[src/rtl/pipeline_pkg.sv]
// pipeline_pkg: shared constants for the RV32 pipeline control logic.
//   - RV32 base opcodes that matter to hazard detection
//   - controller FSM state encoding
//   - canonical NOP encoding (addi x0, x0, 0)
package pipeline_pkg;

    localparam logic [6:0] OPC_LOAD   = 7'b0000011;
    localparam logic [6:0] OPC_STORE  = 7'b0100011;
    localparam logic [6:0] OPC_BRANCH = 7'b1100011;
    localparam logic [6:0] OPC_JAL    = 7'b1101111;
    localparam logic [6:0] OPC_JALR   = 7'b1100111;
    localparam logic [6:0] OPC_LUI    = 7'b0110111;
    localparam logic [6:0] OPC_AUIPC  = 7'b0010111;
    localparam logic [6:0] OPC_OP     = 7'b0110011;

    localparam logic [1:0] ST_RUN_ENC    = 2'd0;
    localparam logic [1:0] ST_DRAIN_ENC  = 2'd1;
    localparam logic [1:0] ST_HALTED_ENC = 2'd2;

    typedef enum logic [1:0] {
        ST_RUN    = ST_RUN_ENC,
        ST_DRAIN  = ST_DRAIN_ENC,
        ST_HALTED = ST_HALTED_ENC
    } state_e;

    localparam logic [31:0] NOP_INSTR = 32'h0000_0013;

endpackage

[src/rtl/pipeline_ctrl_hazard_detect.sv]
// hazard_detect: purely combinational RAW hazard check between the
// instruction in Dec and the producer in Exec.
// Ports:
//   instr_i        instruction in Dec
//   opcode_exec_i  opcode of the Exec instruction
//   rd_exec_i      destination register of the Exec instruction
//   wr_en_exec_i   Exec instruction writes the register file
//   hazard_o       Dec must hold for one cycle behind the Exec producer
module hazard_detect
    import pipeline_pkg::*;
(
    input  logic [31:0] instr_i,
    input  logic [6:0]  opcode_exec_i,
    input  logic [4:0]  rd_exec_i,
    input  logic        wr_en_exec_i,
    output logic        hazard_o
);

    logic [6:0] op;
    logic [4:0] rs1;
    logic [4:0] rs2;
    logic       uses_rs1;
    logic       uses_rs2;
    logic       dep;
    logic       unused_fields;

    assign op  = instr_i[6:0];
    assign rs1 = instr_i[19:15];
    assign rs2 = instr_i[24:20];

    // rd, funct3 and funct7 do not affect hazard detection.
    assign unused_fields = ^{instr_i[31:25], instr_i[14:7]};

    // The rs1 field of U-type and JAL is immediate bits, not a register.
    assign uses_rs1 = (op != OPC_LUI) && (op != OPC_AUIPC) && (op != OPC_JAL);
    assign uses_rs2 = (op == OPC_OP) || (op == OPC_STORE) || (op == OPC_BRANCH);

    assign dep = wr_en_exec_i && (rd_exec_i != 5'd0) &&
                 ((uses_rs1 && (rs1 == rd_exec_i)) ||
                  (uses_rs2 && (rs2 == rd_exec_i)));

    // Load data arrives too late for forwarding; branches and JALR resolve
    // in Dec and so cannot take an Exec result in the same cycle.
    assign hazard_o = dep && ((opcode_exec_i == OPC_LOAD) ||
                              (op == OPC_BRANCH) || (op == OPC_JALR));

endmodule

[src/rtl/pipeline_ctrl.sv]
// pipeline_ctrl: hazard, redirect and halt sequencer for the 5-stage pipe.
// Ports:
//   clk, rstn                   clock, async active-low reset
//   instr_Dec, opcode_Exec,
//   rd_Exec, wrEn_Exec          hazard inputs from Dec / Exec
//   npc_control                 taken branch/jump resolved in Dec
//   halt_IF, halt_WB            halt instruction seen in IF / reached WB
//   ext_stall                   external freeze (memory wait)
//   stall_IF, stall_Dec,
//   stall_all                   register hold enables (combinational)
//   flush_Dec, flush_IF         bubble insert enables (combinational)
//   halt_out, drain_timeout     registered halt status
//   state                       FSM state (0 RUN, 1 DRAIN, 2 HALTED)
//   cycle_cnt, stall_cnt,
//   flush_cnt                   saturating bring-up counters
module pipeline_ctrl
    import pipeline_pkg::*;
#(
    parameter int CNT_W     = 32,
    parameter int DRAIN_MAX = 7
) (
    input  logic             clk,
    input  logic             rstn,
    input  logic [31:0]      instr_Dec,
    input  logic [6:0]       opcode_Exec,
    input  logic [4:0]       rd_Exec,
    input  logic             wrEn_Exec,
    input  logic             npc_control,
    input  logic             halt_IF,
    input  logic             halt_WB,
    input  logic             ext_stall,
    output logic             stall_IF,
    output logic             stall_Dec,
    output logic             stall_all,
    output logic             flush_Dec,
    output logic             flush_IF,
    output logic             halt_out,
    output logic             drain_timeout,
    output logic [1:0]       state,
    output logic [CNT_W-1:0] cycle_cnt,
    output logic [CNT_W-1:0] stall_cnt,
    output logic [CNT_W-1:0] flush_cnt
);

    localparam int DCW = (DRAIN_MAX < 1) ? 1 : $clog2(DRAIN_MAX + 1);
    localparam logic [DCW-1:0] DRAIN_LAST = DCW'(DRAIN_MAX);

    state_e           state_q, state_d;
    logic [DCW-1:0]   drain_cnt_q, drain_cnt_d;
    logic             timeout_q, timeout_d;
    logic             halt_q;
    logic [CNT_W-1:0] cycle_cnt_q, stall_cnt_q, flush_cnt_q;
    logic             hazard;
    logic             in_run, in_drain, in_halted;

    hazard_detect u_hazard (
        .instr_i       (instr_Dec),
        .opcode_exec_i (opcode_Exec),
        .rd_exec_i     (rd_Exec),
        .wr_en_exec_i  (wrEn_Exec),
        .hazard_o      (hazard)
    );

    assign in_run    = (state_q == ST_RUN);
    assign in_drain  = (state_q == ST_DRAIN);
    assign in_halted = (state_q == ST_HALTED);

    // Priority: freeze beats hazard beats redirect.
    assign stall_all = ext_stall | in_halted;
    assign stall_IF  = hazard | in_drain | in_halted;
    assign stall_Dec = hazard;
    assign flush_Dec = hazard & ~stall_all;
    assign flush_IF  = npc_control & ~hazard & ~stall_all & in_run;

    always_comb begin
        // NOTE: every variable gets a default first so no path infers a latch.
        state_d     = state_q;
        drain_cnt_d = drain_cnt_q;
        timeout_d   = timeout_q;
        unique case (state_q)
            ST_RUN: begin
                if (halt_IF) begin
                    state_d     = ST_DRAIN;
                    drain_cnt_d = '0;
                end
            end
            ST_DRAIN: begin
                // drain_cnt keeps running under ext_stall so a stuck memory
                // cannot hold off the forced halt.
                if (halt_WB) begin
                    state_d = ST_HALTED;
                end else if (drain_cnt_q == DRAIN_LAST) begin
                    state_d   = ST_HALTED;
                    timeout_d = 1'b1;
                end else begin
                    drain_cnt_d = drain_cnt_q + 1'b1;
                end
            end
            ST_HALTED: ;
            default: state_d = ST_RUN;
        endcase
    end

    // NOTE: sequential state uses non-blocking assignments so every register
    // samples pre-edge values regardless of statement order.
    always_ff @(posedge clk or negedge rstn) begin
        if (!rstn) begin
            state_q     <= ST_RUN;
            drain_cnt_q <= '0;
            timeout_q   <= 1'b0;
            halt_q      <= 1'b0;
            cycle_cnt_q <= '0;
            stall_cnt_q <= '0;
            flush_cnt_q <= '0;
        end else begin
            state_q     <= state_d;
            drain_cnt_q <= drain_cnt_d;
            timeout_q   <= timeout_d;
            halt_q      <= (state_d == ST_HALTED);
            if (!in_halted) begin
                if (cycle_cnt_q != '1)
                    cycle_cnt_q <= cycle_cnt_q + 1'b1;
                if ((stall_Dec | ext_stall) && (stall_cnt_q != '1))
                    stall_cnt_q <= stall_cnt_q + 1'b1;
                if (flush_IF && (flush_cnt_q != '1))
                    flush_cnt_q <= flush_cnt_q + 1'b1;
            end
        end
    end

    assign state         = state_q;
    assign halt_out      = halt_q;
    assign drain_timeout = timeout_q;
    assign cycle_cnt     = cycle_cnt_q;
    assign stall_cnt     = stall_cnt_q;
    assign flush_cnt     = flush_cnt_q;

endmodule

[config.mk]
export PLATFORM = sky130hd
export DESIGN_NAME = pipeline_ctrl
export DESIGN_NICKNAME = d
export VERILOG_FILES = /design/src/rtl/pipeline_pkg.sv /design/src/rtl/pipeline_ctrl_hazard_detect.sv /design/src/rtl/pipeline_ctrl.sv
export SDC_FILE = /design/constraint.sdc
export NUM_CORES = 1
export LEC_CHECK = 0
export BUFFER_PORTS_ARGS = -buffer_cell sky130_fd_sc_hd__buf_2
export CAP_MARGIN = 20
export CORE_MARGIN = 3
export CORE_UTILIZATION = 40
export CTS_CLUSTER_DIAMETER = 150
export DETAILED_ROUTE_END_ITERATION = 8
export HOLD_SLACK_MARGIN = 0.03
export SETUP_SLACK_MARGIN = 0.05
export SLEW_MARGIN = 15
export SYNTH_ARGS = -nofsm -noshare
export SYNTH_HDL_FRONTEND = slang
export SYNTH_SLANG_ARGS = --single-unit
[constraint.sdc]
create_clock -name clk -period 3.05 [get_ports clk]
set_clock_uncertainty 0.2 [all_clocks]
set_input_delay 0.305 -clock clk [delete_from_list [all_inputs] [get_ports clk]]
set_output_delay 0.305 -clock clk [all_outputs]
set_load 0.05 [all_outputs]
Word-level counts from Yosys, hierarchy flattened

Index checks and enable logic that the tools add are counted.
Widths: inputs -> output; s select.

Register bits after elaboration: 103
Input bits: 51

Add/subtract/negate cells: 4
Equality and inequality tests: 20
Mux-type cells: 8
Bitwise operators: 12
Reductions and logical operators: 22

Operators with widths:

| kind                  | number |
|---|---|
| $add 32x1->32 const B | 3 |
| $ne 32x32->1 const B  | 3 |
| $eq 7x6->1 const B    | 2 |
| $eq 7x7->1 const B    | 2 |
| $eq 5x5->1            | 2 |
| $logic_and 1x1->1     | 9 |
| $mux 3                | 3 |
| $eq 7x2->1 const B    | 1 |
| $ne 7x5->1 const B    | 1 |
| $ne 7x6->1 const B    | 1 |
| $ne 7x7->1 const B    | 1 |
| $mux 2                | 3 |
| $ne 2x2->1 const B    | 3 |
| $pmux 2 s3            | 1 |
| $pmux 3 s2            | 1 |
| $reduce_and 2->1      | 3 |
| $logic_or 1x1->1      | 5 |
| $reduce_bool 5->1     | 1 |
| $and 1x1->1           | 4 |
| $eq 2x2->1 const B    | 2 |
| $not 1->1             | 4 |
| $or 1x1->1            | 4 |
| $reduce_and 4->1      | 1 |
| $add 3x1->3 const B   | 1 |
| 5 further kinds       | 5 |

Depth between registers and ports, before layout

Gate-level depths: netlist (run 1).

Depth after elaboration: 13
Mapped depth: 8
Depth with buffers taken out: 7

Cells and area by module

Synthesis (run 1) repeated with hierarchy kept, for this count alone.

Cells, all modules: 517
Area, all modules: 5,272.6 um^2

By module, submodules not included:

| module        | instances | cells each | area each (um^2) |
|---|---|---|---|
| pipeline_ctrl | 1         | 488        | 5,066.1 |
| hazard_detect | 1         | 29         | 206.4 |

Least setup slack after synthesis (run 1)

Ideal clock, no wire load.

Kind: register to output
From: register state_q[0] (netlist: state[0])
To: output port flush_Dec
Arrival time: 2,360 ps
Setup slack: 185 ps
Stages on the path, launching flop included: 6
Path buffers: 2
Cells stage by stage: dfrtp_1 -> buf_2 -> nand2b_1 -> clkbuf_1 -> nand2b_1 -> nor2_1

Longest elaborated chain between the ends: 4

Ends and longest elaborated chain:

| element                | RTL line             | RTL |
|---|---|---|
| start, declared        | pipeline_ctrl.sv:48  | `state_e state_q, state_d;` |
| start signal, assigned | pipeline_ctrl.sv:116 | `state_q <= state_d;` |
| $eq 2x2->1             | pipeline_ctrl.sv:66  | `assign in_halted = (state_q == ST_HALTED);` |
| $or 1x1->1             | pipeline_ctrl.sv:69  | `assign stall_all = ext_stall \| in_halted;` |
| named net stall_all    | pipeline_ctrl.sv:34  | `output logic stall_all,` |
| $not 1->1              | pipeline_ctrl.sv:72  | `assign flush_Dec = hazard & ~stall_all;` |
| $and 1x1->1            | pipeline_ctrl.sv:72  |  |
| end, declared          | pipeline_ctrl.sv:35  | `output logic flush_Dec,` |

The timed path passes the listed nets, and every way through them passes these cells.

Worst setup path after layout (run 1)

From: register state_q[0] (netlist: state[0])
To: output port flush_IF

Longest elaborated chain between the ends: 5
Elaborated cells on any way between the ends: 6

Ends and longest elaborated chain:

| element       | RTL line            | RTL |
|---|---|---|
| $eq 2x2->1    | pipeline_ctrl.sv:66 |  |
| $or 1x1->1    | pipeline_ctrl.sv:69 |  |
| $not 1->1     | pipeline_ctrl.sv:73 | `assign flush_IF = npc_control & ~hazard & ~stall_all & in_run;` |
| $and 1x1->1   | pipeline_ctrl.sv:73 |  |
| $and 1x1->1 * | pipeline_ctrl.sv:73 |  |
| end, declared | pipeline_ctrl.sv:36 | `output logic flush_IF,` |

Every way passes the cells marked *; elsewhere a longest branch is shown, timed or not.

==> impl_metrics.yaml, run 1 <==
setup_path:
  ff2ff_setup_slack_ns: 0.36
  worstPathArrival_ns: 2.27
  slowest_stage: "nor4b_1"
  crit_fanout: 16
  reg2reg_to: "stall_cnt[1]$_DFFE_PN0P_"
  critical_path_buf_inv_count: 2
  cp.required_ns: 2.54
  rr_worst_depth: 7
  worstSetupEndpointType: "primary output"
  worst_path_largest_cell_delay_ns: 0.55
  r2r-start: "stall_cnt[0]$_DFFE_PN0P_"
  start_kind: "flop"
  setup.worst_path.class: "reg -> out"
  crit_family: "simple AND/OR/NAND/NOR gates"
  worstPathCellList: "nor4b_1 -> o21ai_1 -> o2bb2ai_2 -> buf_4 -> buf_2"
clocking:
  clk_latency_ns: 0.35
  cts_num_sinks: 103
  tritoncts: "yes"
  ctsHtreeMaxLevel: 3
  clk_path_buf_depth: 2
  clk_pin_slew_ns: 0.07
  numCtsBuffers: 9
  root_buffer: "clkbuf_16"
  post_cts_buffers: 0
cells_and_area:
  final_cell_mix: "buf_2 (139), dfrtp_1 (103), xnor2_1 (86), nand2_1 (45), nand4_1 (39)"
  multi_input_area_um2: 2550
  area_delta_synth_final_pct: 23.5
  nets: 704
  n_fill_cell: 1220
  drive_gt1_share_pct: 26.6
  stdcell_count: 825
  final_common_cell: "buf_2"
  area.sequential_um2: 2580
  diodes: 0
placed_design:
  port_buffers: 140
  place.gp.congestion: 0.835
  placed_cells: 807
  post-dp-hpwl_um: 9340
synthesis:
  muxShareOfSynthArea_pct: 0.836
  synth_top_family_by_area: "simple AND/OR/NAND/NOR gates"
  synth_edf_count: 0
  yosys.area_share.simple_pct: 26.5
  synth_cell_types: 48
  async_reset_ff_share_pct: 100
  synth-compound-area-share_pct: 3.03
  synthXorXnorAreaFrac_pct: 17.1
  ys.warnings.count: 0
  avgSynthCellArea_um2: 10.4
  synth_fa_ha_area_share_pct: 1.19
  syn_nets: 559
  yosysSeqAreaShare_pct: 49.2
  syn_area_um2: 5240
  ys.flop_type: "dfrtp_1"
  synth_cells: 503
  ys_ff_latch: 103
min_path:
  hold_depth: 3
  hold_start: "halt_WB"
  hold_path_end: "drain_timeout$_DFFE_PN0P_"
  holdCritPathClass: "in -> reg"
floorplan:
  coreArea_um2: 12700
  fp-row-count: 41
  die_w_um: 120
  start_util_pct: 41.2
  ioPinCount: 156
  die_h_um: 120
  dieArea_um2: 14500
grt:
  grt.total_usage_pct: 17.7
  grt_pass1_wl_um: 20900
  antenna_found_initial: 1
  grt_start_max_net_pins: 55
  grt_pass1_vias: 4180
  grt-ovfl-total: 0
sta:
  finalCriticalPeriod_ns: 2.78
  finalSetupViolCount: 0
  slew_violations: 0
  whs_ns: 0.0857
  setup_tns_ns: 0
  rsz0062_at_grt: "no"
  worst_pin_slew_ns: 0.843
  fmax_mhz: 360
  period_share_pct: 91.1
  hold_viol_final: 0
  max-slew-margin-rel_pct: 43.7
power:
  p_leak_nw: 3.12
  peakVddDrop_mv: 0.510
  power.density_nw_per_um2: 626
job:
  maxCapViolations: 0
drt:
  wl_um: 12400
  drt-initial-drc-count: 199
  viasPerCell: 5.15
  route.detailed.drc: 0
  dr.pass1.iters: 4
  wire_per_inst_um: 15.1
  via_count: 4246
  drt.antenna.violating_nets: 0
outcome:
  outcome: "completed"
## per-stage QoR
stage          power [mW]  utilization [%]  setup WS, ns  instance area (um2)
2_1_floorplan        2.61                -         0.185                 5240
3_3_place_gp         2.95             48.4         0.408                 6160
3_5_place_dp         2.97             48.4         0.356                 6160
4_1_cts              4.11             50.8         0.261                 6470
5_1_grt              4.29             50.8        0.0975                 6470
6_report             4.05             50.8         0.272                 6470
## cells in the mapped netlist (2+ instances only)
master / number / area share, %
xnor2_1: 86 / 14
a22o_1: 2 / 0.33
clkbuf_1: 4 / 0.29
nor2_1: 21 / 1.5
inv_1: 11 / 0.79
nand2_1: 45 / 3.2
nor4bb_1: 2 / 0.38
mux2_1: 3 / 0.65
o21bai_1: 3 / 0.43
or3_1: 3 / 0.36
buf_2: 8 / 0.76
nor4_4: 2 / 0.81
nand2_2: 2 / 0.24
nand3_1: 37 / 3.5
nand4b_1: 5 / 0.84
ha_1: 5 / 1.2
and4_1: 7 / 1.2
xor2_1: 16 / 2.7
nor2b_1: 2 / 0.24
a21oi_1: 4 / 0.38
or4_1: 4 / 0.57
o21ai_1: 2 / 0.19
and3_1: 22 / 2.6
o21ai_0: 6 / 0.57
dfrtp_1: 103 / 49
and2_1: 7 / 0.84
nor3_4: 2 / 0.62
nor2_2: 2 / 0.24
nor4_1: 5 / 0.60
nor3_1: 17 / 1.6
nand4_1: 39 / 4.7
nor4b_1: 4 / 0.67
nand2b_1: 7 / 0.84
## report_power, final
part	internal [mW]	switching, mW
Clock	0.573	0.538
Sequential	1.52	0.202
Combinational	0.348	0.874
## sequential cells by signal, indices dropped and copies added (netlist names)
| name | flops |
|---|---|
| cycle_cnt | 32 |
| drain_cnt_q | 3 |
| drain_timeout | 1 |
| flush_cnt | 32 |
| halt_out | 1 |
| stall_cnt | 32 |
| state | 2 |
## cell type report
cell class	instances	area share (%)
sequential	103	39.9
multi-input combinational	375	39.4
timing repair buffer	148	12.3
clock buffer	9	3.48
tap	172	3.33
clock inverter	7	0.987
inverter	11	0.639
## worst min-delay path: stages
cell      delay, ns
buf_2          0.12
nand2b_1       0.11
o21bai_1       0.06
## worst max path at each step
stage / start / endpoint / depth (start not counted)
2_1_floorplan: state[0]$_DFF_PN0_ / flush_Dec / 5
3_3_place_gp: stall_cnt[0]$_DFFE_PN0P_ / stall_cnt[1]$_DFFE_PN0P_ / 7
3_5_place_dp: stall_cnt[0]$_DFFE_PN0P_ / stall_cnt[1]$_DFFE_PN0P_ / 7
4_1_cts: state[0]$_DFF_PN0_ / flush_IF / 5
5_1_grt: state[0]$_DFF_PN0_ / flush_IF / 5
6_report: state[0]$_DFF_PN0_ / flush_IF / 5
## what timing repair did
action                    4_1_cts  5_1_grt
hold endpoints to repair       50        0
resized for setup               0        0
hold buffers                    2        0
## cell families (layout without fill, tap and decap cells)
kind of cell,after synthesis,count (layout)
AO/OA/AOI/OAI,24,24
XOR/XNOR,102,102
adder cells (fa/ha/maj),5,5
buffers and inverters,25,175
flip-flops,103,103
multiplexers,4,4
AND/OR/NAND/NOR,240,240
## metal layers
layer | GRT usage, % | share of wire, % | wire, um | vias up
li1 | - | - | - | 2064
met1 | 24.5 | 46 | 5720 | 2058
met2 | 27.6 | 47 | 5840 | 115
met3 | 4.16 | 5.9 | 729 | 9
met4 | 6.16 | 1.2 | 148 | 0
met5 | 0 | 0 | 0 | -
No activity file was read; power rests on OpenSTA's default activity.
==> inputs of run 2 (changes only) <==
Settings changed: ABC_AREA from default to 1.
Clock period 3.05 ns to 2.45 ns, I/O delays scaled along.
==> impl_metrics.yaml, run 2 <==
synthesis:
  yosysSeqAreaShare_pct: 38.8
  syn_nets: 1014
  synth_cells: 958
  syn_area_um2: 6640
  synth_cell_types: 29
  ys_top_cells_by_count: "nand2_1 (389), nor2_1 (112), dfrtp_1 (103)"
  ys_ff_latch: 103
  ys.flop_type: "dfrtp_1"
  synth_top_cell_area_share_pct: 38.8
  yosysTopAreaCell: "dfrtp_1"
  synth_edf_count: 0
  synth.most_common_cell: "nand2_1"
  synthTopCellsByArea: "dfrtp_1 (39%), nand2_1 (22%), xor2_1 (7.8%)"
  ys.warnings.count: 0
  async_reset_ff_share_pct: 100
  avgSynthCellArea_um2: 6.93
grt:
  grt_pass1_wl_um: 31500
  antenna_found_initial: 0
  grt.total_usage_pct: 21.3
  grt-ovfl-total: 0
  grt_start_max_net_pins: 45
  grt_pass1_vias: 6116
setup_path:
  critical_path_buf_inv_count: 2
  setup.worst_path.class: "reg -> reg"
  worst_path_largest_cell_delay_ns: 0.42
  crit_fanout: 32
  start_kind: "flop"
  worstPathArrival_ns: 2.29
  worstPathCellList: "ha_2 -> nand3_2 -> nor2_4 -> nand3_1 -> nor2_1 -> nand2_1 -> o21ai_4 -> inv_2 -> nand2_2 -> buf_12 -> nand2_1 -> nand2_1"
  worstSetupEndpointType: "flop"
  slowest_stage: "dfrtp_1"
  cpMostUsedCell: "nand2_1"
  cp.required_ns: 2.54
  crit_family: "simple AND/OR/NAND/NOR gates"
clocking:
  root_buffer: "clkbuf_16"
  post_cts_buffers: 0
  clk_latency_ns: 0.35
  clk_path_buf_depth: 2
  cts_num_sinks: 103
  tritoncts: "yes"
  numCtsBuffers: 9
  ctsHtreeMaxLevel: 3
  clk_pin_slew_ns: 0.07
cells_and_area:
  drive_gt1_share_pct: 17.3
  final_cell_mix: "nand2_1 (389), buf_2 (139), nor2_1 (108), dfrtp_1 (103), inv_1 (69)"
  n_fill_cell: 1640
  area_delta_synth_final_pct: 21.7
  nets: 1163
  fin_area_um2: 8080
  final_common_cell: "nand2_1"
  diodes: 0
drt:
  dr.pass1.iters: 5
  viasPerCell: 4.96
  via_count: 6581
  wire_per_inst_um: 14.2
  wl_um: 18800
  drt.antenna.violating_nets: 0
  route.detailed.drc: 0
  drt-initial-drc-count: 430
floorplan:
  start_util_pct: 41.3
  ioPinCount: 156
  coreArea_um2: 16100
  fp-row-count: 46
  dieArea_um2: 18200
  die_w_um: 135
  die_h_um: 135
placed_design:
  port_buffers: 140
  post-dp-hpwl_um: 14200
  place.gp.congestion: 0.915
  place_area_um2: 7680
sta:
  fmax_mhz: 453
  finalSetupViolCount: 0
  rsz0062_at_grt: "no"
  setup_tns_ns: 0
  whs_ns: 0.191
  period_share_pct: 90.0
  finalCriticalPeriod_ns: 2.21
  slew_violations: 0
  max-slew-margin-rel_pct: 66.7
  worst_pin_slew_ns: 0.496
  hold_viol_final: 0
power:
  peakVddDrop_mv: 0.325
  power.density_nw_per_um2: 435
  p_leak_nw: 4.21
min_path:
  holdCritPathClass: "in -> async"
outcome:
  outcome: "completed"
job:
  maxCapViolations: 0
==> run 2: cell count changes after synthesis, moves of 7 or more <==
cell      previous run  this run
inv_1               11        69
nor2_1              21       112
xor2_1              16        59
nand4_1             39        57
and2_1               7         0
nand2b_1             7         0
nor3_1              17        39
nand2_1             45       389
xnor2_1             86        25
and3_1              22         0
and4_1               7         0
==> run 2: area by class of cell <==
class / count / area (um2) / area share, %
clock buffer: 12 / 256 / 3.17
clock inverter: 3 / 90.1 / 1.12
inverter: 72 / 270 / 3.35
multi-input combinational: 759 / 3690 / 45.7
sequential: 103 / 2580 / 31.9
tap: 216 / 270 / 3.35
timing repair buffer: 162 / 926 / 11.5
==> run 2: logic make-up (layout without fill, tap and decap cells) <==
kind of cell,after synthesis,after routing,share of synthesized area [%]
compound gates,20,20,1.75
flops,103,103,38.8
buf+inv,96,249,5.96
simple gates,650,650,41.4
fa+ha+maj,5,5,0.943
xor+xnor,84,84,11.1
==> run 2: power by group <==
part           switching, mW  internal, mW  leakage [nW]
clock network          0.645          1.05         0.169
logic                 0.0747        0.0441          2.61
registers                  0          1.70          1.43
==> run 2: worst paths after layout <==
path	startpoint	endpoint	slack (ns)	depth (start not counted)
worst min-delay path	rstn	stall_cnt[14]$_DFFE_PN0P_	0.19	2
worst min register to register	drain_cnt_q[1]$_DFFE_PN0P_	drain_cnt_q[1]$_DFFE_PN0P_	0.29	2
worst max register to register	stall_cnt[1]$_DFFE_PN0P_	stall_cnt[13]$_DFFE_PN0P_	0.24	12
min in group clk	ext_stall	flush_cnt[1]$_DFFE_PN0P_	0.25	5
max in group asynchronous	rstn	flush_cnt[23]$_DFFE_PN0P_	1.11	3
worst max-delay path	stall_cnt[1]$_DFFE_PN0P_	stall_cnt[13]$_DFFE_PN0P_	0.24	12
==> run 2: stage by stage <==
step	std cells	setup WS, ns	utilization [%]	total power, mW
floorplan	958	0.0601	-	1.77
detailed placement	1309	0.194	47.9	1.85
global route	1327	0.0454	50.3	3.65
finish	1327	0.244	50.3	3.51
global placement	1309	0.219	47.9	1.85
CTS	1327	0.173	50.2	3.56
==> run 2: layer usage <==
layer	vias to the layer above	track usage (%)	wire length, um	part of all wire [%]
li1	3360	-	-	-
met1	3024	30.9	8970	48
met2	167	32.9	8650	46
met3	30	2.50	756	4.0
met4	0	7.58	437	2.3
met5	-	0	0	0
==> run 2: timing repair <==
item                                    4_1_cts  5_1_grt
endpoints found under the setup margin        0       34
hold buffers                                  3        0
hold endpoints to repair                     35        0
gates resized for setup                       0        4
